[config.mk]
export PLATFORM = sky130hd
export DESIGN_NAME = pc
export DESIGN_NICKNAME = d
export VERILOG_FILES = /design/src/rtl/pc.sv
export SDC_FILE = /design/constraint.sdc
export NUM_CORES = 1
export LEC_CHECK = 0
export CAP_MARGIN = 20
export CORE_UTILIZATION = 31
export DETAILED_ROUTE_END_ITERATION = 12
export PLACE_DENSITY = 0.65
export SLEW_MARGIN = 20
export SYNTH_ARGS = -nofsm -noshare
export SYNTH_HDL_FRONTEND = slang
export SYNTH_SLANG_ARGS = --single-unit
export TNS_END_PERCENT = 20
[constraint.sdc]
create_clock -name clock -period 4.45 [get_ports clock]
set_input_delay 0.89 -clock clock [delete_from_list [all_inputs] [get_ports clock]]
set_output_delay 0.89 -clock clock [all_outputs]
set_load 0.01 [all_outputs]
[src/rtl/pc.sv]
// pc: dual-issue fetch program counter with stall hold, branch redirect and async active-low reset.
module pc (
    input  logic        clock,
    input  logic        reset,
    input  logic        branch_is_taken,
    input  logic [63:0] fu_target_pc,
    input  logic [63:0] Imem2proc_data,
    input  logic        rs_stall,
    input  logic        rob_stall,
    input  logic        memory_structure_hazard_stall,
    input  logic        pc_enable,
    output logic [63:0] proc2Imem_addr,
    output logic [63:0] next_PC_out,
    output logic [31:0] inst1_out,
    output logic [31:0] inst2_out,
    output logic        inst1_is_valid,
    output logic        inst2_is_valid
);
    localparam logic [31:0] NOP = 32'h47FF041F;
    logic [63:0] pc_q, pc_d;
    logic        stall, fetch;
    always_comb begin
        stall          = rs_stall | rob_stall | memory_structure_hazard_stall | ~pc_enable;
        fetch          = reset & ~stall & ~branch_is_taken;
        proc2Imem_addr = {pc_q[63:3], 3'b000};
        // A held or resetting fetch consumes nothing, so the successor is the PC itself.
        next_PC_out    = !reset ? 64'd0 : stall ? pc_q : pc_q + (pc_q[2] ? 64'd4 : 64'd8);
        inst1_is_valid = fetch;
        inst2_is_valid = fetch & ~pc_q[2];
        inst1_out      = fetch ? (pc_q[2] ? Imem2proc_data[63:32] : Imem2proc_data[31:0]) : NOP;
        inst2_out      = inst2_is_valid ? Imem2proc_data[63:32] : NOP;
        pc_d           = branch_is_taken ? {fu_target_pc[63:2], 2'b00} : next_PC_out;
    end
    always_ff @(posedge clock or negedge reset)
        if (!reset) pc_q <= 64'd0;
        else        pc_q <= pc_d;
endmodule

======== Word-level counts from Yosys, hierarchy flattened ========
Cells that the tools add are included.
storage, ports and cells
  output and inout bits ................... 194
  logic and storage cells ................. 19
  bits of input ports ..................... 135
  flip-flop bits (word level) ............. 64
cells by class
  add/sub/neg operators ................... 1
  mux-type cells .......................... 7
  bitwise operators ....................... 10
operator list
  kind                    number
  two-way mux 64 bit      3
  two-way mux 32 bit      3
  adder 64 x 4 -> 64 bit  1
  two-way mux 4 bit       1
  inverter 1 bit          4
  bitwise AND 1 bit       3
  bitwise OR 1 bit        3

======== Depth between registers and ports, before layout ========
  depth in word-level cells ............... 8
  mapped depth ............................ 9
  depth with buffers taken out ............ 7

======== Worst setup path before layout ========
Ideal clock, no wire load.
  path type ............................... input -> output
  start point ............................. input rob_stall
  end point ............................... output next_PC_out[63]
  slack ................................... 0.539 ns
  cell stages on the path ................. 6
  path buffers ............................ 1
  arrival ................................. 3.021 ns
  path through ............................ or4b_4 > or4_1 > buf_2 > or3_1 > nor4_2 > mux2i_1
between the ends
  word-level cells in the longest chain between the ends .. 5
ends and longest elaborated chain
  what                             line  RTL
  from (decl)                      9     input logic rob_stall,
  bitwise OR 1 bit (3 in a row)    23    stall = rs_stall | rob_stall | memory_structure_hazard_stall | ~pc_enable;
  two-way mux 64 bit (2 in a row)  27    next_PC_out = !reset ? 64'd0 : stall ? pc_q : pc_q + (pc_q[2] ? 64'd4 : 64'd8);
  to (decl)                        13    output logic [63:0] next_PC_out,
Every way passes these cells.

======== Worst setup path after layout ========
  start point ............................. input memory_structure_hazard_stall
  end point ............................... output next_PC_out[31]
between the ends
  word-level cells in the longest chain between the ends .. 4
ends and longest elaborated chain
  what                             line  RTL
  from (decl)                      10    input logic memory_structure_hazard_stall,
  bitwise OR 1 bit (2 in a row)    23
  two-way mux 64 bit (2 in a row)  27
Every way passes these cells.

==> reports/results.md <==
## Run status
* **status** finished clean

## Critical path
* **critical path depth in cells** 11
* **Crit Path Max Fanout** 5
* **count of cells along the worst register-to-register path** 10
* **CP Data Required Time** 3560 ps
* **Critical Path Source Type** primary input
* **ordered cell list for the critical path** clkdlybuf4s50_1 > or4b_4 > or4_4 > buf_6 > nor4_4 > buf_4 > buf_4 > buf_4 > xnor2_1 > nor2_1 > buf_2
* **cell mode on critical path** buf_4
* **WP buf/inv** 6
* **master of the slowest instance on the critical path** or4b_4
* **Crit path arrival time** 3530 ps
* **Critical Setup Path Class** in -> out
* **cell family with the largest share of critical-path delay** simple AND/OR/NAND/NOR gates
* **CP Capture Type** primary output
* **critical path's largest stage delay** 580 ps

## Clock tree
* **CTS Sinks** 64
* **H-tree lvl count** 3
* **worst-case clock buffer depth** 2
* **clock insertion delay at the later pin of the skew report** 350 ps
* **Clock transition at path regs** 60 ps
* **number of buffers added by the clock tree synthesis step** 9
* **number of buffers inserted for hold repair after clock tree synthesis** 0
* **clock root cell** clkbuf_16
* **CTS tree** built

## STA
* **maximum clock frequency** 0.2264 GHz
* **max_slew headroom** 36.96%
* **count of final setup violators** 0
* **final clock period utilization by the worst path** 99.24%
* **crit path time final** 4416 ps
* **Slew Limit Fails** 0
* **unrepaired setup endpoints after global routing** true
* **Hold Vio Cnt, Final** 0
* **maximum clock skew at final layout** 6.701 ps
* **slew at the pin closest to its max-slew limit** 935.8 ps

## Yosys
* **number of synthesized flops with an enable pin** 0
* **xor/xnor cell area share of the yosys netlist** 5.330%
* **adder-cell share of the synthesized area** 0.4116%
* **post-synthesis area per instance** 7.534 µm²
* **Async S/R FF share, synth** 100.0%
* **cell types with the largest area share after synthesis** dfrtp_1 26%, buf_4 8.0%, nand2_1 6.1%, mux2i_1 5.9%, nand4_1 4.2%
* **cell area after synthesis** 6080 µm²
* **number of synthesized register bits** 64
* **top cell type by total area after synthesis** dfrtp_1
* **mux contribution to synthesized area** 6.298%
* **largest family of logic cells by synthesized area** simple AND/OR/NAND/NOR gates
* **instance count of the mapped netlist** 807
* **simple-gate portion of the synthesized area** 36.80%
* **portion of the post-synthesis area used by sequential elements** 26.34%
* **synthesis warning total** 0
* **dominant synthesized flop cell** dfrtp_1
* **share of the synthesized area in the top cell type** 26.34%
* **Compound-Gate Fraction of Synth Area** 13.23%
* **distinct cell type count of the synthesized netlist** 56

## Route
* **post-detailed-route wirelength per cell** 18.97 µm
* **via count** 7224
* **Pre-Repair DR Iteration Count** 5
* **remaining routing DRC violations** 0
* **Post-Route WL** 25.79 mm
* **detailed router's first-iteration violation count** 409
* **number of vias per cell** 5.316
* **count of nets left with antenna violations after detail routing** 0

## Cells and area
* **share of final-layout standard cells stronger than drive strength 1** 11.57%
* **share of the core filled with cells** 52.40%
* **flip-flop count of the largest register, all copies and words added** 64
* **register with the highest flop count** pc_q
* **fin area** 9932 µm²
* **fillcell total** 1852
* **Syn-to-layout area delta** 63.37%
* **Final nets** 1230
* **biggest regs** pc_q (64)

## Min path
* **Hold WC Path Type** in -> async

## Placement
* **cell area after placement** 9450 µm²
* **detailed placer's ending HPWL** 19.76 mm
* **RePlAce Congestion** 0.8625
* **Port Buffer Count** 323

## GRT
* **largest net degree at the start of global routing** 77
* **global route overflow** 0
* **GR Util All Layers** 24.80%
* **global-route wire length before repair** 38.42 mm
* **initial antenna violation count** 1
* **number of global-route vias before repair** 6732

## Power
* **final total power** 0.002199 W
* **Leakage Power** 3.945 nW
* **maximum ir drop on the vdd rail** 0.1463 mV
* **power density over the cells** 221.4 nW/µm²

## Floorplan
* **core region area** 18960 µm²
* **number of placed I/O pins** 329
* **initial standard-cell utilization of the core** 32.07%
* **row count** 50
* **height of the die** 142.0 µm
* **Die Outline Area** 20180 µm²
* **x dimension of the die** 142.0 µm

## Flow run
* **count of max-cap constraint violations** 0

final timing paths:
path | end | slack [ps] | from
min in group clock | pc_q[1] | 610 | pc_q[1]
min | pc_q[38] | 350 | reset
min reg2reg | pc_q[1] | 610 | pc_q[1]
max | next_PC_out[31] | 30 | memory_structure_hazard_stall
max in group asynchronous | pc_q[2] | 3160 | reset
max reg2reg | pc_q[62] | 1650 | pc_q[2]
area by class of cell:
type | count | area [µm²] | share of cell area [%]
antenna | 1 | 2.502 | 0.02520
clock buffer | 9 | 225.2 | 2.268
clock inverter | 7 | 142.6 | 1.436
inverter | 5 | 18.77 | 0.1890
multi-input combinational | 624 | 3901 | 39.28
sequential | 64 | 1603 | 16.14
tap | 260 | 325.3 | 3.275
timing repair buffer | 389 | 3714 | 37.39
worst register-to-register path: cells and delay by family (launching register included):
kind                     cells  cell delay (ps)
flip-flops                   1              430
AO/OA/AOI/OAI                1              370
adder cells (fa/ha/maj)      1              230
AND/OR/NAND/NOR              4             1060
buffers and inverters        4              660
layer usage:
| metal | GRT usage (%) | wire length [µm] | vias up |
|---|---|---|---|
| li1 | - | - | 3454 |
| met1 | 29.64 | 9965 | 3409 |
| met2 | 45.12 | 13400 | 322 |
| met3 | 3.028 | 1665 | 39 |
| met4 | 9.281 | 759 | 0 |
| met5 | 0 | 0 | - |
Yosys cell counts (2+ instances only):
| library cell | n |
|---|---|
| clkbuf_1 | 45 |
| nand2b_1 | 4 |
| ha_1 | 2 |
| a32oi_1 | 7 |
| a31oi_1 | 5 |
| o211ai_1 | 10 |
| nor4_2 | 3 |
| or4_1 | 10 |
| o41ai_1 | 2 |
| o21ai_0 | 44 |
| xnor2_1 | 22 |
| nor2_1 | 65 |
| a31o_2 | 6 |
| a221o_1 | 3 |
| and4_1 | 9 |
| and2_1 | 33 |
| xor2_1 | 15 |
| mux2i_1 | 36 |
| nand4b_1 | 2 |
| and3_1 | 17 |
| inv_1 | 3 |
| buf_1 | 4 |
| nand4_1 | 41 |
| a21oi_1 | 24 |
| nand3_1 | 48 |
| clkinv_1 | 2 |
| nor3_1 | 17 |
| a22o_1 | 2 |
| nor4b_1 | 2 |
| o31ai_1 | 6 |
| nand2_1 | 99 |
| mux2_2 | 2 |
| buf_4 | 65 |
| nand3b_1 | 3 |
| o311ai_0 | 4 |
| a211o_1 | 4 |
| or3_1 | 39 |
| a2bb2oi_1 | 2 |
| dfrtp_1 | 64 |
| nor4_1 | 19 |
| buf_2 | 2 |
repair_timing:
action	in CTS	in global routing
resized for setup	47	33
setup buffers	2	2
endpoints found under the setup margin	38	27
hold endpoints to repair	0	0
cloned	0	0
pin swaps	0	9
layout by cell type (no fill, tap or decap), types with 36 or more instances in the layout:
cell type,synthesis,final
nand4_1,41,41
nor2_1,65,64
nand3_1,48,48
clkdlybuf4s50_1,0,282
or3_1,39,39
dfrtp_1,64,63
nand2_1,99,99
mux2i_1,36,36
o21ai_0,44,44
buf_4,65,64
through the flow:
step	cells	TNS, ps	hold slack (ps)	worst slack (ps)
floorplan	809	0	594.4	539.0
finish	1359	0	345.1	33.89
global route	1359	-185.1	354.3	-54.50
CTS	1356	-606.1	340.4	-181.8
detailed placement	1338	-6495	604.0	-384.0
global placement	1338	-5570	576.7	-378.9
cell families after synthesis:
kind of cell    after synthesis
compound gates              125
mux                          38
simple gates                419
flops                        64
buf+inv                     121
other cells                   1
fa+ha+maj                     2
xor+xnor                     37
report_power, final:
part	switching [W]	total, W	internal (W)
registers	0.0000866	0.000713	0.000626
logic	0.000258	0.000581	0.000323
clock network	0.000299	0.000905	0.000606
Power figures use the tool's default switching activity.
